File: src/rtl/alu_pkg.sv
// Shared encodings for the ALU control decoder and the multiply/divide unit.
// Holds the AluOp and funct values, the ALU operation codes and the MDU FSM state type.
package alu_pkg;

    localparam logic [2:0] ALUOP_LWSW_ADDI = 3'b000;
    localparam logic [2:0] ALUOP_BEQ       = 3'b001;
    localparam logic [2:0] ALUOP_RTYPE     = 3'b010;
    localparam logic [2:0] ALUOP_ORI       = 3'b011;
    localparam logic [2:0] ALUOP_SLTI      = 3'b100;
    localparam logic [2:0] ALUOP_ANDI      = 3'b101;

    localparam logic [5:0] FUNCT_ADD   = 6'b100000;
    localparam logic [5:0] FUNCT_SUB   = 6'b100010;
    localparam logic [5:0] FUNCT_AND   = 6'b100100;
    localparam logic [5:0] FUNCT_OR    = 6'b100101;
    localparam logic [5:0] FUNCT_SLT   = 6'b101010;
    localparam logic [5:0] FUNCT_SLL   = 6'b000000;
    localparam logic [5:0] FUNCT_NOR   = 6'b100111;
    localparam logic [5:0] FUNCT_MFHI  = 6'b010000;
    localparam logic [5:0] FUNCT_MFLO  = 6'b010010;
    localparam logic [5:0] FUNCT_MULT  = 6'b011000;
    localparam logic [5:0] FUNCT_MULTU = 6'b011001;
    localparam logic [5:0] FUNCT_DIV   = 6'b011010;
    localparam logic [5:0] FUNCT_DIVU  = 6'b011011;

    localparam logic [3:0] ALU_OP_AND   = 4'b0000;
    localparam logic [3:0] ALU_OP_OR    = 4'b0001;
    localparam logic [3:0] ALU_OP_ADD   = 4'b0010;
    localparam logic [3:0] ALU_OP_SUB   = 4'b0110;
    localparam logic [3:0] ALU_OP_SLT   = 4'b0111;
    localparam logic [3:0] ALU_OP_SHIFT = 4'b1111;
    localparam logic [3:0] ALU_OP_NOR   = 4'b1100;
    localparam logic [3:0] ALU_OP_MFHI  = 4'b1000;
    localparam logic [3:0] ALU_OP_MFLO  = 4'b1001;

    typedef enum logic [1:0] {
        StIdle,
        StMul,
        StDiv,
        StDone
    } mdu_state_t;

endpackage

File: src/rtl/mdu_iter.sv
// Iterative multiply/divide datapath: one bit per cycle shift-add or restoring divide on
// operand magnitudes, with sign fix-up and divide-by-zero result generation.
module mdu_iter
    import alu_pkg::*;
#(
    parameter int unsigned WIDTH = 32
) (
    input  logic             clk,
    input  logic             rst,
    input  logic             start,
    input  logic             is_div,
    input  logic             is_signed,
    input  logic [WIDTH-1:0] a,
    input  logic [WIDTH-1:0] b,
    output logic             done,
    output logic [WIDTH-1:0] res_hi,
    output logic [WIDTH-1:0] res_lo
);

    localparam int unsigned CNT_W = $clog2(WIDTH);

    logic               busy;
    logic               div_mode;
    logic               neg_lo;
    logic               neg_hi;
    logic [CNT_W-1:0]   cnt;
    logic [WIDTH-1:0]   acc;
    logic [WIDTH-1:0]   qm;
    logic [WIDTH-1:0]   mag_b;

    logic [WIDTH-1:0]   mag_a_in;
    logic [WIDTH-1:0]   mag_b_in;
    logic               div_zero;
    logic               last;
    logic [WIDTH:0]     sum;
    logic [WIDTH:0]     shifted;
    logic [WIDTH:0]     diff;
    logic [WIDTH-1:0]   acc_next;
    logic [WIDTH-1:0]   qm_next;
    logic [2*WIDTH-1:0] prod;
    logic [2*WIDTH-1:0] prod_fix;

    always_comb begin
        mag_a_in = (is_signed && a[WIDTH-1]) ? -a : a;
        mag_b_in = (is_signed && b[WIDTH-1]) ? -b : b;
        div_zero = is_div && (b == '0);
        last     = busy && (cnt == CNT_W'(WIDTH - 1));
        done     = (start && div_zero) || last;
    end

    // acc holds the running high half (product) or partial remainder (divide);
    // qm holds the multiplier being shifted out, or the dividend shifting into quotient.
    always_comb begin
        sum      = {1'b0, acc} + (qm[0] ? {1'b0, mag_b} : '0);
        shifted  = {acc, qm[WIDTH-1]};
        diff     = shifted - {1'b0, mag_b};
        acc_next = '0;
        qm_next  = '0;
        if (div_mode) begin
            acc_next = diff[WIDTH] ? shifted[WIDTH-1:0] : diff[WIDTH-1:0];
            qm_next  = {qm[WIDTH-2:0], ~diff[WIDTH]};
        end else begin
            acc_next = sum[WIDTH:1];
            qm_next  = {sum[0], qm[WIDTH-1:1]};
        end
        prod     = {acc_next, qm_next};
        prod_fix = neg_lo ? -prod : prod;
    end

    always_comb begin
        res_hi = '0;
        res_lo = '0;
        if (!busy) begin
            res_hi = a;
            res_lo = '1;
        end else if (div_mode) begin
            res_lo = neg_lo ? -qm_next : qm_next;
            res_hi = neg_hi ? -acc_next : acc_next;
        end else begin
            res_hi = prod_fix[2*WIDTH-1:WIDTH];
            res_lo = prod_fix[WIDTH-1:0];
        end
    end

    always_ff @(posedge clk) begin
        if (rst) begin
            busy     <= 1'b0;
            div_mode <= 1'b0;
            neg_lo   <= 1'b0;
            neg_hi   <= 1'b0;
            cnt      <= '0;
            acc      <= '0;
            qm       <= '0;
            mag_b    <= '0;
        end else if (start && !div_zero) begin
            busy     <= 1'b1;
            div_mode <= is_div;
            neg_lo   <= is_signed && (a[WIDTH-1] ^ b[WIDTH-1]);
            neg_hi   <= is_signed && a[WIDTH-1];
            cnt      <= '0;
            acc      <= '0;
            qm       <= mag_a_in;
            mag_b    <= mag_b_in;
        end else if (busy) begin
            acc <= acc_next;
            qm  <= qm_next;
            cnt <= cnt + 1'b1;
            if (last) begin
                busy <= 1'b0;
            end
        end
    end

endmodule

File: src/rtl/alu_ctrl_mdu.sv
// ALU control decoder with valid/ready issue, registered op code and an attached
// iterative multiply/divide unit writing the HI/LO registers.
module alu_ctrl_mdu
    import alu_pkg::*;
#(
    parameter int unsigned WIDTH   = 32,
    parameter int unsigned ALUOP_W = 3,
    parameter int unsigned OP_W    = 4
) (
    input  logic               clk,
    input  logic               rst,
    input  logic               valid_i,
    output logic               ready_o,
    input  logic [ALUOP_W-1:0] alu_op_i,
    input  logic [5:0]         funct_i,
    input  logic [WIDTH-1:0]   src_a_i,
    input  logic [WIDTH-1:0]   src_b_i,
    output logic [OP_W-1:0]    op_o,
    output logic               op_valid_o,
    output logic               illegal_o,
    output logic [WIDTH-1:0]   hi_o,
    output logic [WIDTH-1:0]   lo_o,
    output logic               done_o
);

    mdu_state_t       state;
    mdu_state_t       state_next;

    logic             accept;
    logic [OP_W-1:0]  dec_op;
    logic             dec_op_en;
    logic             dec_ill;
    logic             dec_mdu;
    logic             dec_div;
    logic             dec_signed;
    logic             mdu_start;
    logic             mdu_done;
    logic [WIDTH-1:0] mdu_hi;
    logic [WIDTH-1:0] mdu_lo;

    assign accept    = valid_i && ready_o;
    assign mdu_start = accept && dec_mdu;

    always_comb begin
        dec_op     = '0;
        dec_op_en  = 1'b0;
        dec_ill    = 1'b0;
        dec_mdu    = 1'b0;
        dec_div    = 1'b0;
        dec_signed = 1'b0;
        case (alu_op_i)
            ALUOP_W'(ALUOP_LWSW_ADDI): begin dec_op = OP_W'(ALU_OP_ADD); dec_op_en = 1'b1; end
            ALUOP_W'(ALUOP_BEQ):       begin dec_op = OP_W'(ALU_OP_SUB); dec_op_en = 1'b1; end
            ALUOP_W'(ALUOP_ORI):       begin dec_op = OP_W'(ALU_OP_OR);  dec_op_en = 1'b1; end
            ALUOP_W'(ALUOP_ANDI):      begin dec_op = OP_W'(ALU_OP_AND); dec_op_en = 1'b1; end
            ALUOP_W'(ALUOP_SLTI):      begin dec_op = OP_W'(ALU_OP_SLT); dec_op_en = 1'b1; end
            ALUOP_W'(ALUOP_RTYPE): begin
                dec_op_en = 1'b1;
                case (funct_i)
                    FUNCT_ADD:  dec_op = OP_W'(ALU_OP_ADD);
                    FUNCT_SUB:  dec_op = OP_W'(ALU_OP_SUB);
                    FUNCT_AND:  dec_op = OP_W'(ALU_OP_AND);
                    FUNCT_OR:   dec_op = OP_W'(ALU_OP_OR);
                    FUNCT_SLT:  dec_op = OP_W'(ALU_OP_SLT);
                    FUNCT_SLL:  dec_op = OP_W'(ALU_OP_SHIFT);
                    FUNCT_NOR:  dec_op = OP_W'(ALU_OP_NOR);
                    FUNCT_MFHI: dec_op = OP_W'(ALU_OP_MFHI);
                    FUNCT_MFLO: dec_op = OP_W'(ALU_OP_MFLO);
                    FUNCT_MULT: begin
                        dec_op_en  = 1'b0;
                        dec_mdu    = 1'b1;
                        dec_signed = 1'b1;
                    end
                    FUNCT_MULTU: begin
                        dec_op_en = 1'b0;
                        dec_mdu   = 1'b1;
                    end
                    FUNCT_DIV: begin
                        dec_op_en  = 1'b0;
                        dec_mdu    = 1'b1;
                        dec_div    = 1'b1;
                        dec_signed = 1'b1;
                    end
                    FUNCT_DIVU: begin
                        dec_op_en = 1'b0;
                        dec_mdu   = 1'b1;
                        dec_div   = 1'b1;
                    end
                    default: begin
                        dec_op_en = 1'b0;
                        dec_ill   = 1'b1;
                    end
                endcase
            end
            default: dec_ill = 1'b1;
        endcase
    end

    always_ff @(posedge clk) begin
        if (rst) begin
            state <= StIdle;
        end else begin
            state <= state_next;
        end
    end

    // Divide by zero needs no iterations, so it goes straight to StDone.
    always_comb begin
        state_next = state;
        case (state)
            StIdle: begin
                if (mdu_start) begin
                    if (dec_div && (src_b_i == '0)) begin
                        state_next = StDone;
                    end else if (dec_div) begin
                        state_next = StDiv;
                    end else begin
                        state_next = StMul;
                    end
                end
            end
            StMul, StDiv: begin
                if (mdu_done) begin
                    state_next = StDone;
                end
            end
            StDone:  state_next = StIdle;
            default: state_next = StIdle;
        endcase
    end

    always_comb begin
        ready_o = (state == StIdle);
        done_o  = (state == StDone);
    end

    always_ff @(posedge clk) begin
        if (rst) begin
            op_o       <= OP_W'(ALU_OP_ADD);
            op_valid_o <= 1'b0;
            illegal_o  <= 1'b0;
            hi_o       <= '0;
            lo_o       <= '0;
        end else begin
            op_valid_o <= accept && dec_op_en;
            illegal_o  <= accept && dec_ill;
            if (accept && dec_op_en) begin
                op_o <= dec_op;
            end
            if (mdu_done) begin
                hi_o <= mdu_hi;
                lo_o <= mdu_lo;
            end
        end
    end

    mdu_iter #(
        .WIDTH(WIDTH)
    ) u_mdu_iter (
        .clk      (clk),
        .rst      (rst),
        .start    (mdu_start),
        .is_div   (dec_div),
        .is_signed(dec_signed),
        .a        (src_a_i),
        .b        (src_b_i),
        .done     (mdu_done),
        .res_hi   (mdu_hi),
        .res_lo   (mdu_lo)
    );

endmodule
File: config.mk
export PLATFORM = sky130hd
export DESIGN_NAME = alu_ctrl_mdu
export DESIGN_NICKNAME = d
export VERILOG_FILES = /design/src/rtl/alu_pkg.sv /design/src/rtl/mdu_iter.sv /design/src/rtl/alu_ctrl_mdu.sv
export SDC_FILE = /design/constraint.sdc
export NUM_CORES = 1
export LEC_CHECK = 0
export ABC_CLOCK_PERIOD_IN_PS = 7640
export CAP_MARGIN = 20
export CORE_UTILIZATION = 43
export CTS_BUF_LIST = sky130_fd_sc_hd__clkbuf_2 sky130_fd_sc_hd__clkbuf_4 sky130_fd_sc_hd__clkbuf_8
export DETAILED_ROUTE_END_ITERATION = 8
export GPL_ROUTABILITY_DRIVEN = 0
export PLACE_DENSITY = 0.6
export SLEW_MARGIN = 15
export SYNTH_ARGS = -nofsm -noshare
export SYNTH_HDL_FRONTEND = slang
export SYNTH_HIERARCHICAL = 1
export SYNTH_SLANG_ARGS = --single-unit
File: constraint.sdc
create_clock -name clk -period 7.64 [get_ports clk]
set_input_delay 1.146 -clock clk [delete_from_list [all_inputs] [get_ports clk]]
set_output_delay 1.146 -clock clk [all_outputs]
set_load 0.05 [all_outputs]
==> summary.md <==
| Metric | Value |
|---|---|
| Area growth syn-to-layout | 11.9% |
| Share of layout cells above drive strength 1 | 0.0610 |
| Post-DR vias/cell | 6.20 |
| CTS H-Tree Depth | 4 |
| Initial antenna violation count | 2 |
| DRC Markers | 0 |
| Initial Utilization | 0.437 |
| Buffer depth of the longest clock path | 2 |
| Number of synthesized register bits | 177 |
| Areal power density over the cells | 110 nW/µm² |
| Kind of launch point of the worst setup path | register |
| Synthesized area per cell | ~7.5 µm² |
| Total global routing overflow | 0 |
| Final Net Count | ~2400 |
| Post-place setup slack | 1.09 ns |
| Max_slew headroom | 0.341 |
| Count of maximum capacitance violations | 0 |
| # resized after CTS | 0 |
| Unique cell type count in the Yosys netlist | 117 |
| Post-DP HPWL | 46000 µm |
| Largest area contributor in the netlist | dfxtp_1 |
| Proportion of synthesized flip-flops having asynchronous set or reset | 0 |
| Path type of the worst setup path | register to register |
| Number of rows created at floorplan | 71 |
| RSZ-0062 raised after global routing | no |
| Class of the tightest hold or removal check | register to register |
| Max VDD drop | approximately 0.11 mV |
| Worst slew pin tran | around 0.99 ns |
| Top cells by area in the synthesized netlist | dfxtp_1 (22%), mux2i_1 (6.8%), nor2_1 (5.9%) |
| Data required time at the worst endpoint | 8.10 ns |
| Total die area | 39100 µm² |
| Outcome | finished, final reports clean |
| Worst Skew | 0.0300 ns |
| Overall global routing resource usage | 0.305 |
| Worst skew pair latency | 0.53 ns |
| Number of setup buffers added after CTS | 0 |
| Crit Path Max Fanout | 29 |
| Clock sinks | 177 |
| Net count after synthesis | 2334 |
| First-pass GRT wire length | 91800 µm |
| Count of pins over their slew limit | 0 |
| TritonCTS clock tree | done |
| Number of DRC markers in iteration 0 | 1596 |
| Fraction of the core area covered by cells at the end of the flow | 0.490 |
| Count of fill cells added during filler insertion | 3864 |
| Syn Std Cell Area | 16500 µm² |
| Via count of the first global-routing pass | 15763 |
| Predominant post-synthesis flop cell | dfxtp_1 |
| Port buffer count | 147 |
| Worst path max stage delay | 0.55 ns |
| Cell at the slowest stage of the critical path | a21oi_2 |
| Core area | 37700 µm² |
| Number of cells produced by synthesis | 2184 |
| Most repeated library cell on the critical path | or3_1 |
| Clock transition at path regs | around 0.12 ns |
| Number of enable-type register cells in the synthesized netlist | 0 |
| Final wirelength | around 60000 µm |
| Clock root cell | clkbuf_8 |
| CP endpoint kind | register |
| Final design area excluding fillers | 18400 µm² |
| Area fraction of the dominant cell type after synthesis | 0.215 |
| I/O pin total | between 100 and 150 |
| Y dimension of the die | about 200 µm |
| ANT nets after route | 0 |
| Via count of the routed design | 17102 |
| Critical-path cell list | ha_1 -> nand2_1 -> or3_1 -> or4_1 -> a21oi_2 -> o21a_4 -> o21ai_0 -> inv_1 -> ha_1 -> nand2_1 -> or3_1 -> nor4_1 -> nand2_1 -> or3_1 -> or3_1 -> o22a_1 -> o31ai_1 -> mux2_2 -> nor3_1 -> mux2i_1 -> nor2_1 |
| CTS buffer count | 17 |
| Hold-fix buffer count after cts | 0 |
| Achievable clock frequency | 148 MHz |
| Clock period minus worst slack | 6.74 ns |
| Final total negative setup slack | 0 ns |
| Largest net degree at the start of global routing | roughly 110 |
| Part of the Yosys area used for sequential elements | 0.215 |
| Critical path arrival | just over 7 ns |
| Most frequent cell after synthesis | nor2_1 |
| Length of the first detailed-routing pass in iterations | 6 |
| Static Leak | roughly 6.8 nW |
| Final Worst Setup Slack | 0.902 ns |
| Routed wire per std cell | 21.9 µm |
| Horizontal die dimension | just under 200 µm |
| Total placed instance area | between 15000 and 20000 µm² |
| Endpoints failing setup | 0 |
| Leading cell types by count after synthesis | nor2_1 (259), nand2_1 (226), dfxtp_1 (177) |
| Multi-input gate area | 12000 µm² |
| Fraction of the cycle the final worst path needs | 0.882 |
| Synthesis warning total | 6 |
| Endpoints failing hold | 0 |
| Sequential standard cell area | ~3600 µm² |
## final timing paths
path | cells past startpoint | startpoint | slack [ns] | endpoint
max | 21 | u_mdu_iter/acc[20] | 0.90 | hi_o[26]
min | 2 | u_mdu_iter/mag_b[28] | 0.48 | u_mdu_iter/mag_b[28]
max reg2reg | 21 | u_mdu_iter/acc[20] | 0.90 | hi_o[26]
min reg2reg | 2 | u_mdu_iter/mag_b[28] | 0.48 | u_mdu_iter/mag_b[28]
## per-layer routing
metal	GRT usage	up-vias	routed length (µm)
li1	-	8091	-
met1	0.399	8095	25600
met2	0.488	773	27300
met3	0.0511	143	4800
met4	0.141	0	2730
met5	0	-	0
## logic make-up (layout without fill, tap and decap cells)
group           after synthesis  after routing  share of synthesized area
simple gates                821            821                      0.242
flops                       177            177                      0.215
mux                         128            128                     0.0792
fa+ha+maj                    74             74                     0.0571
xor+xnor                    156            156                     0.0829
compound gates              628            628                      0.264
other cells                   0              2                          0
buf+inv                     200            263                     0.0596
## cell usage in the layout, fill, tap and decap left out, types with 40 or more instances in the layout
cell               n
a211oi_1          74
a21oi_1          168
and2_1            47
clkdlybuf4s50_1  146
dfxtp_1          175
ha_1              72
inv_1             61
mux2i_1          112
nand2_1          226
nand3_1           43
nor2_1           258
nor3_1            40
o211ai_1          49
o21ai_0          100
xnor2_1          106
xor2_1            50
## state kept, by name, summed over array words and instances, names as in the netlist
name and flops:
hi_o 32, illegal_o 1, lo_o 32, op_o 4
op_valid_o 1, state 2, u_mdu_iter/acc 32, u_mdu_iter/busy 1
u_mdu_iter/cnt 5, u_mdu_iter/div_mode 1, u_mdu_iter/mag_b 32, u_mdu_iter/neg_hi 1
u_mdu_iter/neg_lo 1, u_mdu_iter/qm 32
## layout make-up
cell class	count	share of cell area
timing repair buffer	168	0.0889
sequential	177	0.193
multi-input combinational	1807	0.649
antenna	2	0.000271
tap	511	0.0347
inverter	63	0.0128
clock buffer	19	0.0135
clock inverter	13	0.00807
## stage by stage
| step | total power [mW] | instances | hold slack (ns) |
|---|---|---|---|
| 5_1_grt | 2.10 | 2760 | 0.502 |
| 3_3_place_gp | 1.33 | 2725 | 0.457 |
| 4_1_cts | 2.03 | 2757 | 0.485 |
| 3_5_place_dp | 1.33 | 2725 | 0.470 |
| 6_report | 2.02 | 2760 | 0.484 |
| 2_1_floorplan | 1.19 | 2184 | 0.440 |
## power by group
part,total [mW],internal [mW],switching (mW)
clock network,0.700,0.303,0.397
registers,0.937,0.930,0.00720
logic,0.382,0.143,0.239
## critical path, delay by kind of cell, from the launching register on
kind,cells,cell delay [ns]
simple gates,11,3.28
compound gates,5,1.72
fa+ha+maj,2,0.71
mux,2,0.46
flops,1,0.37
buf+inv,1,0.12
Note: power is estimated with default switching activity, not from simulation.
